==> config.mk <==
export PLATFORM = sky130hd
export DESIGN_NAME = esp_uart_rx_reader_flat
export DESIGN_NICKNAME = d
export VERILOG_FILES = /design/src/rtl/esp_uart_pkg.sv /design/src/rtl/esp_uart_rx_reader_if.sv /design/src/rtl/esp_byte_fifo.sv /design/src/rtl/esp_uart_rx_reader.sv /design/src/flat_wrapper.sv
export SDC_FILE = /design/constraint.sdc
export NUM_CORES = 1
export LEC_CHECK = 0
export ABC_AREA = 1
export CAP_MARGIN = 40
export CORE_MARGIN = 1.5
export CORE_UTILIZATION = 45
export CTS_CLUSTER_DIAMETER = 100
export DETAILED_ROUTE_END_ITERATION = 10
export PLACE_DENSITY_LB_ADDON = 0.2
export SYNTH_ARGS = -nofsm -noshare
export SYNTH_HDL_FRONTEND = slang
export SYNTH_SLANG_ARGS = --single-unit
==> constraint.sdc <==
create_clock -name clk -period 2.8 [get_ports clk]
set_clock_uncertainty 0.05 [all_clocks]
set_input_delay 0.28 -clock clk [delete_from_list [all_inputs] [get_ports clk]]
set_output_delay 0.28 -clock clk [all_outputs]
set_load 0.05 [all_outputs]
==> src/rtl/esp_uart_pkg.sv <==
// Shared constants for the ESP32 UartLite reader: register map,
// STAT bit positions, AXI response codes, FSM encoding, error bundle.
package esp_uart_pkg;

  localparam logic [3:0] UART_RX_FIFO = 4'h0;
  localparam logic [3:0] UART_TX_FIFO = 4'h4;
  localparam logic [3:0] UART_STAT    = 4'h8;
  localparam logic [3:0] UART_CTRL    = 4'hC;

  localparam int STAT_RX_VALID = 0;
  localparam int STAT_RX_FULL  = 1;
  localparam int STAT_TX_EMPTY = 2;
  localparam int STAT_TX_FULL  = 3;
  localparam int STAT_OVERRUN  = 5;
  localparam int STAT_FRAME    = 6;
  localparam int STAT_PARITY   = 7;

  localparam logic [1:0] AXI_OKAY = 2'b00;

  localparam logic [2:0] ST_IDLE    = 3'd0;
  localparam logic [2:0] ST_STAT_AR = 3'd1;
  localparam logic [2:0] ST_STAT_R  = 3'd2;
  localparam logic [2:0] ST_DATA_AR = 3'd3;
  localparam logic [2:0] ST_DATA_R  = 3'd4;

  typedef struct packed {
    logic resp;
    logic parity;
    logic frame;
    logic overrun;
  } rx_err_t;

  function automatic rx_err_t stat_errs(
    input logic [31:0] stat
  );
    rx_err_t e;
    e.resp    = 1'b0;
    e.parity  = stat[STAT_PARITY];
    e.frame   = stat[STAT_FRAME];
    e.overrun = stat[STAT_OVERRUN];
    return e;
  endfunction

endpackage

==> src/rtl/esp_uart_rx_reader_if.sv <==
// AXI4-Lite read channel (AR + R) between reader and UartLite.
// master: reader side; slave: UartLite / bus model side.
interface esp_uart_rx_reader_if;

  logic [3:0]  araddr;
  logic        arvalid;
  logic        arready;
  logic [31:0] rdata;
  logic [1:0]  rresp;
  logic        rvalid;
  logic        rready;

  modport master (
    output araddr,
    output arvalid,
    output rready,
    input  arready,
    input  rdata,
    input  rresp,
    input  rvalid
  );

  modport slave (
    input  araddr,
    input  arvalid,
    input  rready,
    output arready,
    output rdata,
    output rresp,
    output rvalid
  );

endinterface

==> src/rtl/esp_byte_fifo.sv <==
// First-word-fall-through byte FIFO; DEPTH must be a power of two.
// Ports: push/din, pop/dout, full, empty, count; async active-high rst.
module esp_byte_fifo #(
  parameter int DEPTH = 4,
  parameter int AW    = $clog2(DEPTH)
) (
  input  logic        clk,
  input  logic        rst,
  input  logic        push,
  input  logic [7:0]  din,
  input  logic        pop,
  output logic [7:0]  dout,
  output logic        full,
  output logic        empty,
  output logic [AW:0] count
);

  logic [7:0]    mem [DEPTH];
  logic [AW-1:0] wr_ptr;
  logic [AW-1:0] rd_ptr;
  logic          do_push;
  logic          do_pop;

  assign full    = count == (AW+1)'(DEPTH);
  assign empty   = count == '0;
  assign do_push = push && !full;
  assign do_pop  = pop && !empty;

  // Idle head reads as zero so data is clean whenever valid is low.
  assign dout = empty ? 8'h00 : mem[rd_ptr];

  always_ff @(posedge clk or posedge rst) begin
    if (rst) begin
      wr_ptr <= '0;
      rd_ptr <= '0;
      count  <= '0;
    end else begin
      if (do_push) wr_ptr <= wr_ptr + 1'b1;
      if (do_pop)  rd_ptr <= rd_ptr + 1'b1;
      count <= count
             + (AW+1)'(do_push)
             - (AW+1)'(do_pop);
    end
  end

  always_ff @(posedge clk) begin
    if (do_push) mem[wr_ptr] <= din;
  end

endmodule

==> src/rtl/esp_uart_rx_reader.sv <==
// Polls UartLite STAT over AXI-Lite reads, drains RX_FIFO into a byte stream.
// Ports: clk/rst, axi (AR/R master), data/valid/ready stream, sticky err_* + err_clr.
module esp_uart_rx_reader
  import esp_uart_pkg::*;
#(
  parameter int POLL_DIV   = 16,
  parameter int FIFO_DEPTH = 4
) (
  input  logic        clk,
  input  logic        rst,
  esp_uart_rx_reader_if.master axi,
  output logic [7:0]  data,
  output logic        valid,
  input  logic        ready,
  input  logic        err_clr,
  output logic        err_overrun,
  output logic        err_frame,
  output logic        err_parity,
  output logic        err_resp
);

  localparam int TW = $clog2(POLL_DIV + 1);
  localparam int CW = $clog2(FIFO_DEPTH) + 1;
  localparam logic [TW-1:0] T_LOAD = TW'(POLL_DIV - 1);

  logic [2:0]    state;
  logic [TW-1:0] timer;
  logic          ar_valid;
  logic [3:0]    ar_addr;

  logic          in_stat_r;
  logic          in_data_r;
  logic          r_ok;
  logic          push;
  logic          pop;
  logic          fifo_full;
  logic          fifo_empty;
  logic [CW-1:0] fifo_count;

  rx_err_t       err_q;
  rx_err_t       err_set;
  rx_err_t       err_hold;

  logic          unused;

  assign in_stat_r = state == ST_STAT_R;
  assign in_data_r = state == ST_DATA_R;
  assign r_ok      = axi.rresp == AXI_OKAY;

  assign axi.araddr  = ar_addr;
  assign axi.arvalid = ar_valid;
  assign axi.rready  = in_stat_r | in_data_r;

  // Space was confirmed at the STAT decision and only pops happen since,
  // so this push cannot be refused.
  assign push  = in_data_r && axi.rvalid && r_ok;
  assign valid = !fifo_empty;
  assign pop   = valid && ready;

  esp_byte_fifo #(
    .DEPTH (FIFO_DEPTH)
  ) u_fifo (
    .clk   (clk),
    .rst   (rst),
    .push  (push),
    .din   (axi.rdata[7:0]),
    .pop   (pop),
    .dout  (data),
    .full  (fifo_full),
    .empty (fifo_empty),
    .count (fifo_count)
  );

  always_ff @(posedge clk or posedge rst) begin
    if (rst) begin
      state    <= ST_IDLE;
      timer    <= '0;
      ar_valid <= 1'b0;
      ar_addr  <= '0;
    end else begin
      unique case (state)
        ST_IDLE: begin
          if (timer != '0) begin
            timer <= timer - 1'b1;
          end else if (!fifo_full) begin
            state    <= ST_STAT_AR;
            ar_valid <= 1'b1;
            ar_addr  <= UART_STAT;
          end
        end
        ST_STAT_AR: begin
          if (axi.arready) begin
            ar_valid <= 1'b0;
            state    <= ST_STAT_R;
          end
        end
        ST_STAT_R: begin
          if (axi.rvalid) begin
            if (r_ok && axi.rdata[STAT_RX_VALID]
                && !fifo_full) begin
              state    <= ST_DATA_AR;
              ar_valid <= 1'b1;
              ar_addr  <= UART_RX_FIFO;
            end else begin
              timer <= T_LOAD;
              state <= ST_IDLE;
            end
          end
        end
        ST_DATA_AR: begin
          if (axi.arready) begin
            ar_valid <= 1'b0;
            state    <= ST_DATA_R;
          end
        end
        ST_DATA_R: begin
          // Straight back to STAT: burst-drain without the poll wait.
          if (axi.rvalid) begin
            state    <= ST_STAT_AR;
            ar_valid <= 1'b1;
            ar_addr  <= UART_STAT;
          end
        end
        default: begin
          state    <= ST_IDLE;
          ar_valid <= 1'b0;
        end
      endcase
    end
  end

  always_comb begin
    err_set = '0;
    if (in_stat_r && axi.rvalid) begin
      err_set = stat_errs(axi.rdata);
    end
    if ((in_stat_r || in_data_r)
        && axi.rvalid && !r_ok) begin
      err_set.resp = 1'b1;
    end
  end

  // A new error in the clearing cycle survives.
  assign err_hold = err_clr ? '0 : err_q;

  always_ff @(posedge clk or posedge rst) begin
    if (rst) begin
      err_q <= '0;
    end else begin
      err_q <= rx_err_t'(err_hold | err_set);
    end
  end

  assign err_overrun = err_q.overrun;
  assign err_frame   = err_q.frame;
  assign err_parity  = err_q.parity;
  assign err_resp    = err_q.resp;

  assign unused = ^{axi.rdata[31:8], fifo_count};

endmodule

==> src/flat_wrapper.sv <==
// flat-port wrapper written by rule: the top's interface ports become plain ports
module esp_uart_rx_reader_flat import esp_uart_pkg::*;
#(
  parameter int POLL_DIV   = 16,
  parameter int FIFO_DEPTH = 4
)
  (clk, rst, data, valid, ready, err_clr, err_overrun, err_frame, err_parity, err_resp, axi_araddr, axi_arvalid, axi_rready, axi_arready, axi_rdata, axi_rresp, axi_rvalid);
  esp_uart_rx_reader_if axi_i ();
  input  logic clk;
  input  logic rst;
  output logic [7:0] data;
  output logic valid;
  input  logic ready;
  input  logic err_clr;
  output logic err_overrun;
  output logic err_frame;
  output logic err_parity;
  output logic err_resp;
  output wire logic [$bits(axi_i.araddr)-1:0] axi_araddr;
  output wire logic [$bits(axi_i.arvalid)-1:0] axi_arvalid;
  output wire logic [$bits(axi_i.rready)-1:0] axi_rready;
  input wire logic [$bits(axi_i.arready)-1:0] axi_arready;
  input wire logic [$bits(axi_i.rdata)-1:0] axi_rdata;
  input wire logic [$bits(axi_i.rresp)-1:0] axi_rresp;
  input wire logic [$bits(axi_i.rvalid)-1:0] axi_rvalid;
  assign axi_araddr = axi_i.araddr;
  assign axi_arvalid = axi_i.arvalid;
  assign axi_rready = axi_i.rready;
  assign axi_i.arready = axi_arready;
  assign axi_i.rdata = axi_rdata;
  assign axi_i.rresp = axi_rresp;
  assign axi_i.rvalid = axi_rvalid;
  esp_uart_rx_reader #(.POLL_DIV(POLL_DIV), .FIFO_DEPTH(FIFO_DEPTH)) u_core (.clk(clk), .rst(rst), .axi(axi_i), .data(data), .valid(valid), .ready(ready), .err_clr(err_clr), .err_overrun(err_overrun), .err_frame(err_frame), .err_parity(err_parity), .err_resp(err_resp));
endmodule
==> flow_summary_export.csv <==
group,metric,value,unit
pwr,p_leak,1.30,nW
setup_path,r2r-end,"u_core.u_fifo.count[2]",
setup_path,slowest_delay,810,ps
final_layout,antenna_cells,0,
timing,rsz0062_at_grt,"false",
synthesis,ys_ff_latch,53,
clocking,cts_resized,0,
clocking,cts_tree,"yes",
die,core_area,5240,um2
clocking,clock_latency,300,ps
timing,worst_pin_slew,511,ps
synthesis,synth_seq_area_share,0.594,
setup_path,r2r_slack,660,ps
pwr,total_power,3.28,mW
final_layout,drive_gt1_frac,0.158,
setup_path,reg2reg_from,"u_core.state[1]",
synthesis,syn_inst,245,
die,rows,26,
setup_path,path_max_fanout,9,
routing,antenna_left,0,
clocking,htreeDepth,2,
timing,finalHoldViolCount,0,
timing,relSlewSlack,0.658,
final_layout,fin_area,3060,um2
global_route,grt_pass1_vias,1636,
die,die_w,77.6,um
synthesis,synthesis.area,2500,um2
routing,via_count,1728,
placement,port_buffers,31,
global_route,grt_pass1_wl,7560,um
timing,fmax,383,MHz
timing,min_period_over_period,0.934,
final_layout,final_core_util,0.583,
routing,wl,4470,um
clocking,clock_sinks,53,
synthesis,yosysWarnings,0,
timing,setup-tns-final,0,ps
final_layout,layout.nets,339,
setup_path,setup.worst_path.end_class,"output pin",
setup_path,crit_type,"register to output pin",
timing,drv_slew,0,
final_layout,area_growth,22.2,%
pwr,ir_worst_vdd,0.000673,V
die,ios,59,
flow_run,max-cap-violations,0,
setup_path,crit_required,2470,ps
synthesis,synth.avg_cell_area,10.2,um2
placement,dpl_cell_area,2960,um2
clocking,cts.clk_slew.worst_paths,90,ps
synthesis,synth.distinct_cells,29,
placement,dp_hpwl,3290,um
placement,place_congestion,0.890,
routing,drt_iter0_markers,56,
run_status,status,"complete, no violations",
final_layout,mostFrequentLayoutCells,"nor2_1 (46), edfxtp_1 (32), inv_1 (28), clkdlybuf4s50_1 (28), nand2_1 (23)",
clocking,cts_buffers,5,
setup_path,path_cells,"buf_4, nor2_1, nor2_1, o21ai_0, a21oi_1, clkdlybuf4s50_1",
clocking,cts_buffer_depth,2,
final_layout,final_common_cell,"nor2_1",
setup_path,cp_data_arrival_time,2280,ps
clocking,ctsHoldBuffers,0,
global_route,grt.total_usage,0.163,
timing,setup_violations,0,
setup_path,crit_path_frequent_cell,"nor2_1",
die,dieArea,6010,um2
routing,drc,0,
clocking,cts_setup_buffers,0,
global_route,grt_max_degree,19,
setup_path,critical-path-slowest-cell,"clkdlybuf4s50_1",
setup_path,r2r_cells,9,
routing,wl_per_cell,12.4,um
pwr,p_per_area,1070,nW/um2
routing,first_pass_iters,4,
timing,fin_crit,2610,ps
min_path,min_path_type,"input port to async pin",
die,die_h,77.6,um
die,start_util,0.478,
global_route,antenna_found_initial,0,
global_route,grt-ovfl-total,0,
clocking,cts_root_buffer,"clkbuf_8",
setup_path,start_kind,"register",
routing,vias_per_cell,4.79,
[sequential cells by signal, indices dropped and copies added (netlist names)]
register / flops
u_core.axi.araddr: 1
u_core.axi.arvalid: 1
u_core.err_frame: 1
u_core.err_overrun: 1
u_core.err_parity: 1
u_core.err_resp: 1
u_core.state: 3
u_core.timer: 5
u_core.u_fifo.count: 3
u_core.u_fifo.mem: 32
u_core.u_fifo.rd_ptr: 2
u_core.u_fifo.wr_ptr: 2
[cells by family (layout without fill, tap and decap cells)]
logic type / count (synthesis) / after routing / synth area share
compound gates: 36 / 36 / 0.0730
flops: 53 / 53 / 0.594
fa+ha+maj: 9 / 9 / 0.0480
simple gates: 96 / 96 / 0.184
xor+xnor: 8 / 8 / 0.0280
buf+inv: 42 / 86 / 0.0715
other cells: 1 / 3 / 0.00150
[routing by layer]
layer / share of wire / GRT usage
met1: 0.42 / 0.184
met2: 0.53 / 0.303
met3: 0.039 / 0.0376
met4: 0.011 / 0.0527
met5: 0 / 0
[final cells by class]
type                            count  area, um2
Clock buffer                        5       68.8
Clock inverter                      3       25.0
Fill cell                         478       2180
Inverter                           35        131
Multi-Input combinational cell    152        843
Sequential cell                    53       1490
Tap cell                           70       87.6
Timing Repair Buffer               43        413
[Yosys cell counts]
cell type   n  share of area
nor3_1      1         0.0020
o21ai_1     2         0.0040
buf_2       1         0.0020
xnor2_1     1         0.0035
nand3_1     7          0.014
nand3_2     4          0.016
fa_1        1         0.0080
o21ai_0    21          0.042
buf_4       5          0.015
conb_1      1         0.0015
nand4_1     1         0.0025
nor2_4      1         0.0045
nand2_1    23          0.035
nor2_1     46          0.069
nor3_4      1         0.0065
xor2_1      7          0.025
a21oi_1    12          0.024
nor2_2      2         0.0050
nand3b_1    1         0.0030
inv_1      28          0.042
clkinv_1    1         0.0015
ha_1        8          0.040
dfrtp_1    21           0.21
edfxtp_1   32           0.38
clkbuf_2    1         0.0020
nand2_2     7          0.018
nand2_4     2         0.0090
inv_2       6         0.0090
o31ai_1     1         0.0030
[through the flow]
stage | hold WS [ps] | std cells | setup WS, ps
finish | 144 | 361 | 186
detailed placement | 412 | 353 | 291
global route | 176 | 361 | 52.0
global placement | 418 | 352 | 356
CTS | 143 | 361 | 189
floorplan | 207 | 247 | 784
[worst max-delay path, delay by kind of cell, from the launching register on]
family	cells	cell delay, ps
AOI/OAI and AO/OA	2	240
buffers and inverters	2	1040
DFF	1	560
and+or+nand+nor	2	150
[worst max path at each step]
| stage | start | to |
|---|---|---|
| global placement | axi_rvalid | u_core.u_fifo.count[2] |
| finish | u_core.u_fifo.rd_ptr[0] | data[3] |
| detailed placement | axi_rvalid | u_core.u_fifo.count[2] |
| floorplan | u_core.u_fifo.count[1] | u_core.u_fifo.count[2] |
| global route | u_core.u_fifo.rd_ptr[0] | data[1] |
| CTS | u_core.u_fifo.rd_ptr[0] | data[2] |
[power breakdown]
group	leakage (nW)	switching (mW)	internal (mW)
clock network	0.0447	0.254	0.181
logic	0.715	1.16	0.599
registers	0.539	0.124	0.963
total	1.30	1.54	1.74
Note: power is estimated with default switching activity, not from simulation.
